===== config.mk =====
export PLATFORM = sky130hd
export DESIGN_NAME = clockdiv_multi
export DESIGN_NICKNAME = d
export VERILOG_FILES = /design/src/rtl/clockdiv_pkg.sv /design/src/rtl/clockdiv_chan.sv /design/src/rtl/clockdiv_multi.sv
export SDC_FILE = /design/constraint.sdc
export NUM_CORES = 1
export LEC_CHECK = 0
export CELL_PAD_IN_SITES_DETAIL_PLACEMENT = 1
export CELL_PAD_IN_SITES_GLOBAL_PLACEMENT = 2
export CORE_MARGIN = 5
export CORE_UTILIZATION = 42
export DETAILED_ROUTE_END_ITERATION = 12
export PLACE_DENSITY = 0.86
export SKIP_LAST_GASP = 1
export SLEW_MARGIN = 10
export SYNTH_ARGS = -nofsm -noshare
export SYNTH_HDL_FRONTEND = slang
export SYNTH_HIERARCHICAL = 1
export SYNTH_SLANG_ARGS = --single-unit

===== constraint.sdc =====
create_clock -name clk_in -period 6 [get_ports clk_in]
set_clock_uncertainty 0.05 [all_clocks]
set_input_delay 1.2 -clock clk_in [delete_from_list [all_inputs] [get_ports clk_in]]
set_output_delay 1.2 -clock clk_in [all_outputs]
set_load 0.03 [all_outputs]

===== src/rtl/clockdiv_pkg.sv =====
// Shared defaults and types for the multi-channel clock divider.
package clockdiv_pkg;
    localparam int CNT_W_DEF        = 16;
    localparam int DEFAULT_HALF_DEF = 20000;

    typedef struct packed {
        logic [CNT_W_DEF-1:0] half;
        logic                 pending;
    } chan_cfg_t;
endpackage


===== src/rtl/clockdiv_chan.sv =====
// One divider channel: active/shadow half-period, counter and registered outputs.
import clockdiv_pkg::*;

module clockdiv_chan #(
    parameter int CNT_W        = CNT_W_DEF,
    parameter int DEFAULT_HALF = DEFAULT_HALF_DEF
) (
    input  logic             clk_in,
    input  logic             reset,
    input  logic             enable,
    input  logic             resync,
    input  logic             wr_en,
    input  logic [CNT_W-1:0] wr_half,
    output logic             pending,
    output logic             clk_out,
    output logic             tick
);
    localparam logic [CNT_W-1:0] HALF_RST = CNT_W'(DEFAULT_HALF);

    logic [CNT_W-1:0] half_act;
    logic [CNT_W-1:0] half_shd;
    logic [CNT_W-1:0] cnt;
    logic             boundary;

    assign boundary = (cnt == half_act - 1'b1);

    always_ff @(posedge clk_in) begin
        if (reset) begin
            half_act <= HALF_RST;
            half_shd <= HALF_RST;
            pending  <= 1'b0;
            cnt      <= '0;
            clk_out  <= 1'b0;
            tick     <= 1'b0;
        end else begin
            // wr_en is only raised while pending is clear, so it never races the apply below
            if (wr_en) begin
                half_shd <= wr_half;
                pending  <= 1'b1;
            end
            if (resync || !enable) begin
                cnt     <= '0;
                clk_out <= 1'b0;
                tick    <= 1'b0;
                if (pending) begin
                    half_act <= half_shd;
                    pending  <= 1'b0;
                end
            end else if (boundary) begin
                cnt     <= '0;
                clk_out <= ~clk_out;
                tick    <= ~clk_out;
                if (pending) begin
                    half_act <= half_shd;
                    pending  <= 1'b0;
                end
            end else begin
                cnt  <= cnt + 1'b1;
                tick <= 1'b0;
            end
        end
    end
endmodule


===== src/rtl/clockdiv_multi.sv =====
// Multi-channel clock divider: config decode, cfg_ready mux and channel array.
import clockdiv_pkg::*;

module clockdiv_multi #(
    parameter int  NUM_CH       = 4,
    parameter int  CNT_W        = CNT_W_DEF,
    parameter int  DEFAULT_HALF = DEFAULT_HALF_DEF,
    localparam int CH_W         = (NUM_CH > 1) ? $clog2(NUM_CH) : 1
) (
    input  logic              clk_in,
    input  logic              reset,
    input  logic [NUM_CH-1:0] enable,
    input  logic              resync,
    input  logic              cfg_valid,
    input  logic [CH_W-1:0]   cfg_ch,
    input  logic [CNT_W-1:0]  cfg_half,
    output logic              cfg_ready,
    output logic [NUM_CH-1:0] clk_out,
    output logic [NUM_CH-1:0] tick
);
    logic [NUM_CH-1:0] pend;
    logic [NUM_CH-1:0] wr_en;
    logic [CNT_W-1:0]  half_w;

    // Unmatched channel numbers leave cfg_ready low and no channel written
    always_comb begin
        cfg_ready = 1'b0;
        wr_en     = '0;
        for (int i = 0; i < NUM_CH; i++) begin
            if (cfg_ch == CH_W'(i)) begin
                cfg_ready = ~pend[i];
                wr_en[i]  = cfg_valid & ~pend[i];
            end
        end
    end

    assign half_w = (cfg_half == '0) ? CNT_W'(1) : cfg_half;

    for (genvar g = 0; g < NUM_CH; g++) begin : g_chan
        clockdiv_chan #(
            .CNT_W        (CNT_W),
            .DEFAULT_HALF (DEFAULT_HALF)
        ) u_chan (
            .clk_in  (clk_in),
            .reset   (reset),
            .enable  (enable[g]),
            .resync  (resync),
            .wr_en   (wr_en[g]),
            .wr_half (half_w),
            .pending (pend[g]),
            .clk_out (clk_out[g]),
            .tick    (tick[g])
        );
    end
endmodule

==> flow_metrics.py, run 1 <==
metrics = {
    "placed_design": {
        "gp_congestion": 0.809,
        "hpwlAfterDp_mm": 19.0,
        "port_buffers": 34,
        "placed_cell_area_um2": 11300,
    },
    "synthesis": {
        "synth_seq_area_share_pct": 37.6,
        "synth.most_common_cell": "dfxtp_1",
        "synthTopCellsByCount": "204 x dfxtp_1, 123 x nor2_1, 93 x mux2i_1",
        "synth_ff_type": "dfxtp_1",
        "syn-num-nets": 1238,
        "yosysTopAreaCell": "dfxtp_1",
        "yosysWarnings": 6,
        "syn_area_um2": 10800,
        "synth_top_area_share_pct": 37.6,
        "syn_inst": 1204,
        "syn_avg_cell_area_um2": 9.01,
        "synthArstFlopShare_pct": 0,
        "ys_seq_elements": 204,
        "synth_edf_count": 0,
        "synth_area_leaders": "dfxtp_1 38%, mux2i_1 8.6%, xnor2_1 6.5%",
        "synth_cell_types": 74,
    },
    "route": {
        "drtIter0Drc": 379,
        "antenna_left": 0,
        "vias": 8562,
        "drt-met1-wl_mm": 12.3,
        "drc": 0,
        "wl_met2_mm": 13.1,
        "dr_wl_met3_um": 847,
        "first_pass_iters": 4,
        "post_drt_wl_per_cell_um": 17.6,
        "routed_wl_mm": 26.9,
        "maxUsedRoutingLayer": "met4",
        "viasPerCell": 5.58,
    },
    "clock_network": {
        "clk_pin_slew_worst_paths_ps": 60,
        "clock_sinks": 204,
        "cts_made_buffers": 24,
        "cts_buffer_depth": 3,
        "cts_hold_buf": 0,
        "cts_tree": "built",
        "cts_resized": 0,
        "cts_root_buffer": "clkbuf_16",
        "postCtsSetupBuffers": 0,
        "h-tree-depth": 1,
        "insertion_delay_ps": 510,
    },
    "power": {
        "power.leakage_uw": 0.00414,
        "ir_drop_v": 0.000193,
        "power_density_nw_per_um2": 252,
    },
    "run_status": {
        "status": "finished clean",
    },
    "finish": {
        "nFillCells": 2881,
        "drive_gt1_share_pct": 8.80,
        "multi_input_area_um2": 6280,
        "area_growth_syn_to_layout_pct": 12.1,
        "final_nets": 1221,
        "final_area_um2": 12200,
        "antenna_cells": 0,
        "register_area_um2": 4080,
    },
    "timing": {
        "post-route-period-util_pct": 72.0,
        "setup_viol_count_final": 0,
        "setup_tns_ps": 0,
        "relSlewSlack_pct": 20.0,
        "fmax_mhz": 232,
        "rsz0062_at_grt": "false",
        "fin_crit_ps": 4320,
        "slew_violations": 0,
        "tightest_slew_ps": 1190,
        "hold_viol_final": 0,
    },
    "setup_path": {
        "crit_arrival_ps": 3070,
        "crit_path_start_kind": "input port",
        "cp.required_ps": 4750,
        "cp-end-kind": "primary output",
        "critPathKind": "input port to primary output",
        "critPathMaxFanout": 5,
    },
    "global_route": {
        "grt_overflow": 0,
        "antenna_found_initial": 0,
        "grt_util_all_layers_pct": 18.4,
        "grt_pass1_wl_mm": 45.2,
        "grt_max_degree": 68,
        "grt_pass1_vias": 8851,
    },
    "die": {
        "die_h_um": 171,
        "start_util_pct": 42.8,
        "coreArea_um2": 25300,
        "die_w_um": 171,
        "num_rows": 58,
        "design.die.area_um2": 29100,
        "ioPinCount": 35,
    },
    "worst_hold_path": {
        "hp-class": "flip-flop to flip-flop",
    },
    "job": {
        "cap_violations": 0,
    },
}
[worst paths after layout]
| check | endpoint | slack (ps) | from | cells after the start |
|---|---|---|---|---|
| min | g_chan[2].u_chan/half_act[12] | 420 | g_chan[2].u_chan/half_shd[12] | 2 |
| max | cfg_ready | 1680 | cfg_ch[0] | 4 |
| max reg2reg | g_chan[2].u_chan/tick | 2470 | g_chan[2].u_chan/half_act[0] | 8 |
| min reg2reg | g_chan[2].u_chan/half_act[12] | 420 | g_chan[2].u_chan/half_shd[12] | 2 |
[report_power, final]
group / internal, uW / total (uW) / switching [uW]
combinational: 65.5 / 156 / 90.5
sequential: 1380 / 1390 / 16.0
clock: 951 / 1520 / 572
total: 2390 / 3070 / 678
[layout make-up]
class | instances | area share (%)
clock inverters | 9 | 1.02
repair buffers | 46 | 3.52
well taps | 330 | 3.39
inverters | 33 | 1.02
clock buffers | 35 | 5.86
multi-input cells | 878 | 51.6
flip-flops and latches | 204 | 33.6
[layer usage]
layer | vias to the layer above | track usage (%)
met3 | 36 | 2.36
met2 | 74 | 32.1
met4 | 0 | 4.86
met5 | - | 0
li1 | 4246 | -
met1 | 4206 | 24.2
[registers in the layout (all words and copies together) (netlist names)]
name and flops:
g_chan.u_chan/half_act 64, g_chan.u_chan/tick 4, g_chan.u_chan/pending 4, g_chan.u_chan/clk_out 4
g_chan.u_chan/half_shd 64, g_chan.u_chan/cnt 64
[kinds of logic after synthesis]
group	synth area share, %
simple gates	25.1
flops	37.6
compound gates	12.6
xor+xnor	10.2
buf+inv	4.75
mux	8.79
fa+ha+maj	0.923
[layout by cell type (no fill, tap or decap), types with 5 or more instances in the layout]
cell type        count
nand3_1             45
and3_1              17
mux2i_1             93
a221o_1              7
dfxtp_1            204
o31ai_1             12
buf_4               13
nor3b_1             13
nor3_1              75
o211ai_1             8
a31o_2               5
clkdlybuf4s50_1     33
nor2_1             123
xnor2_1             80
or4_1                5
or3_1               10
clkbuf_16           25
nor4_1              18
nand2_1             30
clkbuf_8             5
a21boi_0             6
a211o_1             18
nand2b_1            70
ha_1                 8
clkbuf_1             5
xor2_1              46
nand4_1             23
or4_4               10
nor2b_1             16
a21oi_1             14
o21ai_0             17
a221oi_1             5
inv_1               33
nand3b_1             9
clkinv_2             5
[critical path, stage by stage]
cell and delay, ps:
clkdlybuf4s50_1 600, mux4_2 530, inv_1 70, clkdlybuf4s50_1 670
[per-stage QoR]
stage / power [uW] / hold slack (ps) / instances / utilization, % / setup WS, ps
floorplan: 1520 / 401 / 1204 / - / 2880
global placement: 1580 / 408 / 1491 / 44.7 / 1710
detailed placement: 1580 / 418 / 1491 / 44.7 / 1660
CTS: 3120 / 426 / 1535 / 48.0 / 1670
global route: 3190 / 441 / 1535 / 48.0 / 1620
finish: 3070 / 422 / 1535 / 48.0 / 1680
Power figures use the tool's default switching activity.
==> run 2: changes to the inputs <==
--- a/config.mk
+++ b/config.mk
@@ -8,9 +8,9 @@
 export CELL_PAD_IN_SITES_DETAIL_PLACEMENT = 1
 export CELL_PAD_IN_SITES_GLOBAL_PLACEMENT = 2
 export CORE_MARGIN = 5
-export CORE_UTILIZATION = 42
+export CORE_UTILIZATION = 35
 export DETAILED_ROUTE_END_ITERATION = 12
-export PLACE_DENSITY = 0.86
+export PLACE_DENSITY = 0.76
 export SKIP_LAST_GASP = 1
 export SLEW_MARGIN = 10
 export SYNTH_ARGS = -nofsm -noshare
==> constraint.sdc (replaced) <==
create_clock -name clk_in -period 3.6 [get_ports clk_in]
set_clock_uncertainty 0.05 [all_clocks]
set_input_delay 0.72 -clock clk_in [delete_from_list [all_inputs] [get_ports clk_in]]
set_output_delay 0.72 -clock clk_in [all_outputs]
set_load 0.03 [all_outputs]
==> flow_metrics.py, run 2 (same netlist as run 1, synthesis figures left out) <==
metrics = {
    "power": {
        "power_density_nw_per_um2": 429,
        "power.leakage_uw": 0.00421,
        "ir_drop_v": 0.000324,
    },
    "placed_design": {
        "port_buffers": 34,
        "numPlacedInstances": 1564,
        "placed_cell_area_um2": 11500,
        "hpwlAfterDp_mm": 19.7,
        "gp_congestion": 0.797,
    },
    "timing": {
        "tightest_slew_ps": 851,
        "relSlewSlack_pct": 43.3,
        "hold_viol_final": 0,
        "fin_crit_ps": 3260,
        "post-route-period-util_pct": 90.5,
        "setup_viol_count_final": 0,
        "setup_tns_ps": 0,
        "slew_violations": 0,
        "fmax_mhz": 307,
        "rsz0062_at_grt": "false",
    },
    "clock_network": {
        "cts_tree": "built",
        "cts_made_buffers": 25,
        "clock_sinks": 204,
        "cts_hold_buf": 0,
        "h-tree-depth": 1,
        "clk_pin_slew_worst_paths_ps": 60,
        "cts_buffer_depth": 3,
        "cts_resized": 0,
        "cts_root_buffer": "clkbuf_16",
        "postCtsSetupBuffers": 0,
        "insertion_delay_ps": 530,
    },
    "die": {
        "ioPinCount": 35,
        "start_util_pct": 35.5,
        "num_rows": 64,
        "coreArea_um2": 30600,
        "design.die.area_um2": 34600,
        "die_w_um": 186,
        "die_h_um": 186,
    },
    "route": {
        "routed_wl_mm": 27.7,
        "viasPerCell": 5.33,
        "post_drt_wl_per_cell_um": 17.2,
        "first_pass_iters": 4,
        "antenna_left": 0,
        "vias": 8574,
        "drc": 0,
        "drtIter0Drc": 476,
    },
    "setup_path": {
        "r2r_cells": 6,
        "crit_arrival_ps": 3620,
        "crit_path_start_kind": "flip-flop",
        "cp.required_ps": 3960,
        "critPathLaunch": "g_chan[3].u_chan/half_act[2]",
        "critPathMaxFanout": 18,
        "critPathKind": "flip-flop to flip-flop",
        "cp-end-kind": "flip-flop",
        "r2r-start": "g_chan[3].u_chan/half_act[2]",
    },
    "global_route": {
        "grt_util_all_layers_pct": 16.0,
        "grt_pass1_wl_mm": 45.9,
        "grt_max_degree": 65,
        "grt_pass1_vias": 8775,
        "antenna_found_initial": 0,
        "grt_overflow": 0,
    },
    "job": {
        "cap_violations": 0,
    },
    "finish": {
        "reg_top3": "g_chan.u_chan/cnt (64), g_chan.u_chan/half_act (64), g_chan.u_chan/half_shd (64)",
        "drive_gt1_share_pct": 9.65,
        "finalNonFillerCells": 1609,
        "final_cell_mix": "204 x dfxtp_1, 123 x nor2_1, 93 x mux2i_1",
        "final_common_cell": "dfxtp_1",
        "final_nets": 1229,
        "final_area_um2": 12400,
        "antenna_cells": 0,
        "area_growth_syn_to_layout_pct": 14.0,
    },
    "worst_hold_path": {
        "min-delay-start": "g_chan[3].u_chan/clk_out",
        "hold_depth": 2,
        "hp-class": "flip-flop to flip-flop",
    },
    "run_status": {
        "status": "finished clean",
    },
}
-- run 2: area by class of cell --
cell class | instances | area (um2)
well taps | 396 | 495
multi-input cells | 878 | 6280
clock buffers | 31 | 688
fillers | 3503 | 18200
inverters | 33 | 124
repair buffers | 53 | 493
clock inverters | 14 | 206
flip-flops and latches | 204 | 4080
-- run 2: worst paths after layout --
| path | slack [ps] | endpoint |
|---|---|---|
| worst min-delay path | 420 | g_chan[3].u_chan/clk_out |
| worst max register to register | 340 | g_chan[3].u_chan/half_act[0] |
| worst min register to register | 420 | g_chan[3].u_chan/clk_out |
| worst max-delay path | 340 | g_chan[3].u_chan/half_act[0] |
-- run 2: critical path: stages (launching register included) --
cell      delay (ps)
dfxtp_1          400
or4_4            540
or4_1            520
a21o_1           210
a2111o_1         410
o31a_1           530
a221o_2          480
-- run 2: power breakdown --
group	switching, uW	total, uW	internal (uW)	leakage [uW]
Sequential	26.2	2320	2290	0.00165
Clock	1000	2720	1710	0.000446
Combinational	155	267	112	0.00211
Total	1180	5300	4120	0.00421
-- run 2: metrics by stage --
step / hold WS (ps) / total power (uW) / util [%] / worst slack, ps
floorplan: 401 / 2540 / - / 638
global placement: 407 / 2640 / 37.5 / 375
detailed placement: 418 / 2640 / 37.5 / 353
CTS: 423 / 5400 / 40.4 / 355
global route: 454 / 5510 / 40.4 / 70.9
finish: 416 / 5300 / 40.4 / 343
-- run 2: routing by layer --
metal | part of all wire (%) | GRT usage, % | wire length [um]
met1 | 48 | 21.4 | 13200
met2 | 47 | 27.5 | 13100
met3 | 3.0 | 2.13 | 838
met4 | 2.1 | 3.88 | 591
met5 | 0 | 0 | 0
==> run 3: changes to the inputs <==
--- a/config.mk
+++ b/config.mk
@@ -8,9 +8,9 @@
 export CELL_PAD_IN_SITES_DETAIL_PLACEMENT = 1
 export CELL_PAD_IN_SITES_GLOBAL_PLACEMENT = 2
 export CORE_MARGIN = 5
-export CORE_UTILIZATION = 35
+export CORE_UTILIZATION = 42
 export DETAILED_ROUTE_END_ITERATION = 12
-export PLACE_DENSITY = 0.76
+export PLACE_DENSITY = 0.86
 export SKIP_LAST_GASP = 1
 export SLEW_MARGIN = 10
 export SYNTH_ARGS = -nofsm -noshare
==> constraint.sdc (replaced) <==
create_clock -name clk_in -period 4 [get_ports clk_in]
set_clock_uncertainty 0.05 [all_clocks]
set_input_delay 0.8 -clock clk_in [delete_from_list [all_inputs] [get_ports clk_in]]
set_output_delay 0.8 -clock clk_in [all_outputs]
set_load 0.03 [all_outputs]
==> flow_metrics.py, run 3 (same netlist as run 1, synthesis figures left out) <==
metrics = {
    "run_status": {
        "status": "finished clean",
    },
    "timing": {
        "relSlewSlack_pct": 46.8,
        "setup_tns_ps": 0,
        "tightest_slew_ps": 799,
        "slew_violations": 0,
        "hold_viol_final": 0,
        "fmax_mhz": 285,
        "post-route-period-util_pct": 87.6,
        "fin_crit_ps": 3500,
        "setup_viol_count_final": 0,
        "rsz0062_at_grt": "false",
    },
    "finish": {
        "area_growth_syn_to_layout_pct": 12.1,
        "drive_gt1_share_pct": 9.02,
        "final_nets": 1229,
        "nFillCells": 2872,
        "antenna_cells": 0,
        "final_common_cell": "dfxtp_1",
        "reg_top3": "g_chan.u_chan/cnt (64), g_chan.u_chan/half_act (64), g_chan.u_chan/half_shd (64)",
        "final_cell_mix": "204 x dfxtp_1, 123 x nor2_1, 93 x mux2i_1",
        "fin_util_pct": 48.0,
    },
    "setup_path": {
        "crit_path_start_kind": "input port",
        "critPathMaxFanout": 5,
        "cpPeakStageDelay_ps": 660,
        "crit_arrival_ps": 2650,
        "critPathKind": "input port to primary output",
        "cp_slowest_cell": "clkdlybuf4s50_1",
        "crit_buf_inv": 3,
        "cp_top_family": "buffers and inverters",
        "path_common_cell": "clkdlybuf4s50_1",
        "cp_cell_sequence": "clkdlybuf4s50_1 > mux4_2 > inv_1 > clkdlybuf4s50_1",
        "cp-end-kind": "primary output",
        "cp.required_ps": 3150,
    },
    "power": {
        "power.leakage_uw": 0.00414,
        "power_density_nw_per_um2": 367,
        "ir_drop_v": 0.000296,
    },
    "clock_network": {
        "cts_resized": 0,
        "cts_root_buffer": "clkbuf_16",
        "h-tree-depth": 1,
        "cts_buffer_depth": 3,
        "cts_made_buffers": 24,
        "insertion_delay_ps": 540,
        "postCtsSetupBuffers": 0,
        "clk_pin_slew_worst_paths_ps": 60,
        "clock_sinks": 204,
        "cts_tree": "built",
        "cts_hold_buf": 0,
    },
    "worst_hold_path": {
        "hp-class": "flip-flop to flip-flop",
    },
    "route": {
        "first_pass_iters": 6,
        "antenna_left": 0,
        "drc": 0,
        "drtIter0Drc": 455,
        "post_drt_wl_per_cell_um": 17.6,
        "vias": 8612,
        "viasPerCell": 5.60,
        "routed_wl_mm": 27.0,
    },
    "global_route": {
        "grt_max_degree": 60,
        "grt_util_all_layers_pct": 18.5,
        "antenna_found_initial": 0,
        "grt_overflow": 0,
        "grt_pass1_vias": 8786,
        "grt_pass1_wl_mm": 44.9,
    },
    "die": {
        "coreArea_um2": 25300,
        "ioPinCount": 35,
        "num_rows": 58,
        "die_h_um": 171,
        "start_util_pct": 42.8,
        "die_w_um": 171,
        "design.die.area_um2": 29100,
    },
    "placed_design": {
        "port_buffers": 34,
        "hpwlAfterDp_mm": 19.0,
        "gp_congestion": 0.801,
    },
    "job": {
        "cap_violations": 0,
    },
}
-- run 3: changes by cell type in the layout (fill, tap and decap cells not counted), moves of 2 or more --
cell / change
buf_4: +2
clkbuf_8: +3
clkinv_4: -2
clkbuf_1: +4
bufinv_16: -4
clkinv_2: -5
-- run 3: path summary, 6_finish.rpt --
kind,depth (start not counted),startpoint,slack (ps),endpoint
min,2,g_chan[0].u_chan/half_shd[13],430,g_chan[0].u_chan/half_act[13]
max reg2reg,8,g_chan[3].u_chan/half_act[0],740,g_chan[3].u_chan/half_act[3]
min reg2reg,2,g_chan[0].u_chan/half_shd[13],430,g_chan[0].u_chan/half_act[13]
max,4,cfg_ch[0],500,cfg_ready
-- run 3: power breakdown --
group	leakage (uW)	switching, uW	internal, uW
Sequential	0.00165	22.8	2070
Clock	0.000378	843	1290
Combinational	0.00211	138	101
-- run 3: final cells by class --
cell class	instances	area (um2)	area share, %
multi-input cells	878	6280	51.7
flip-flops and latches	204	4080	33.6
clock buffers	37	719	5.92
repair buffers	54	488	4.01
well taps	330	413	3.40
inverters	33	124	1.02
clock inverters	3	51.3	0.422
-- run 3: routing by layer --
layer | routed length [um] | track usage (%) | vias to the layer above
met2 | 13100 | 32.1 | 82
met4 | 736 | 5.63 | 0
met1 | 12500 | 23.9 | 4220
met5 | 0 | 0 | -
met3 | 690 | 2.38 | 41
li1 | - | - | 4269
-- run 3: through the flow --
step	power, uW	cells	hold slack (ps)	setup WS [ps]	cell area (um2)
final	4460	1539	425	497	12200
after global routing	4620	1539	445	449	12200
after CTS	4530	1539	428	489	12200
after detailed placement	2370	1499	418	486	11400
after global placement	2370	1499	409	505	11400
after floorplan	2290	1204	401	1040	10800
-- run 3: worst reg2reg max path, delay by kind of cell, from the launching register on --
family,cells,cell delay [ps]
DFF,1,360
adders and majority gates,1,260
buffers and inverters,1,100
and+or+nand+nor,1,520
AOI/OAI and AO/OA,5,1870
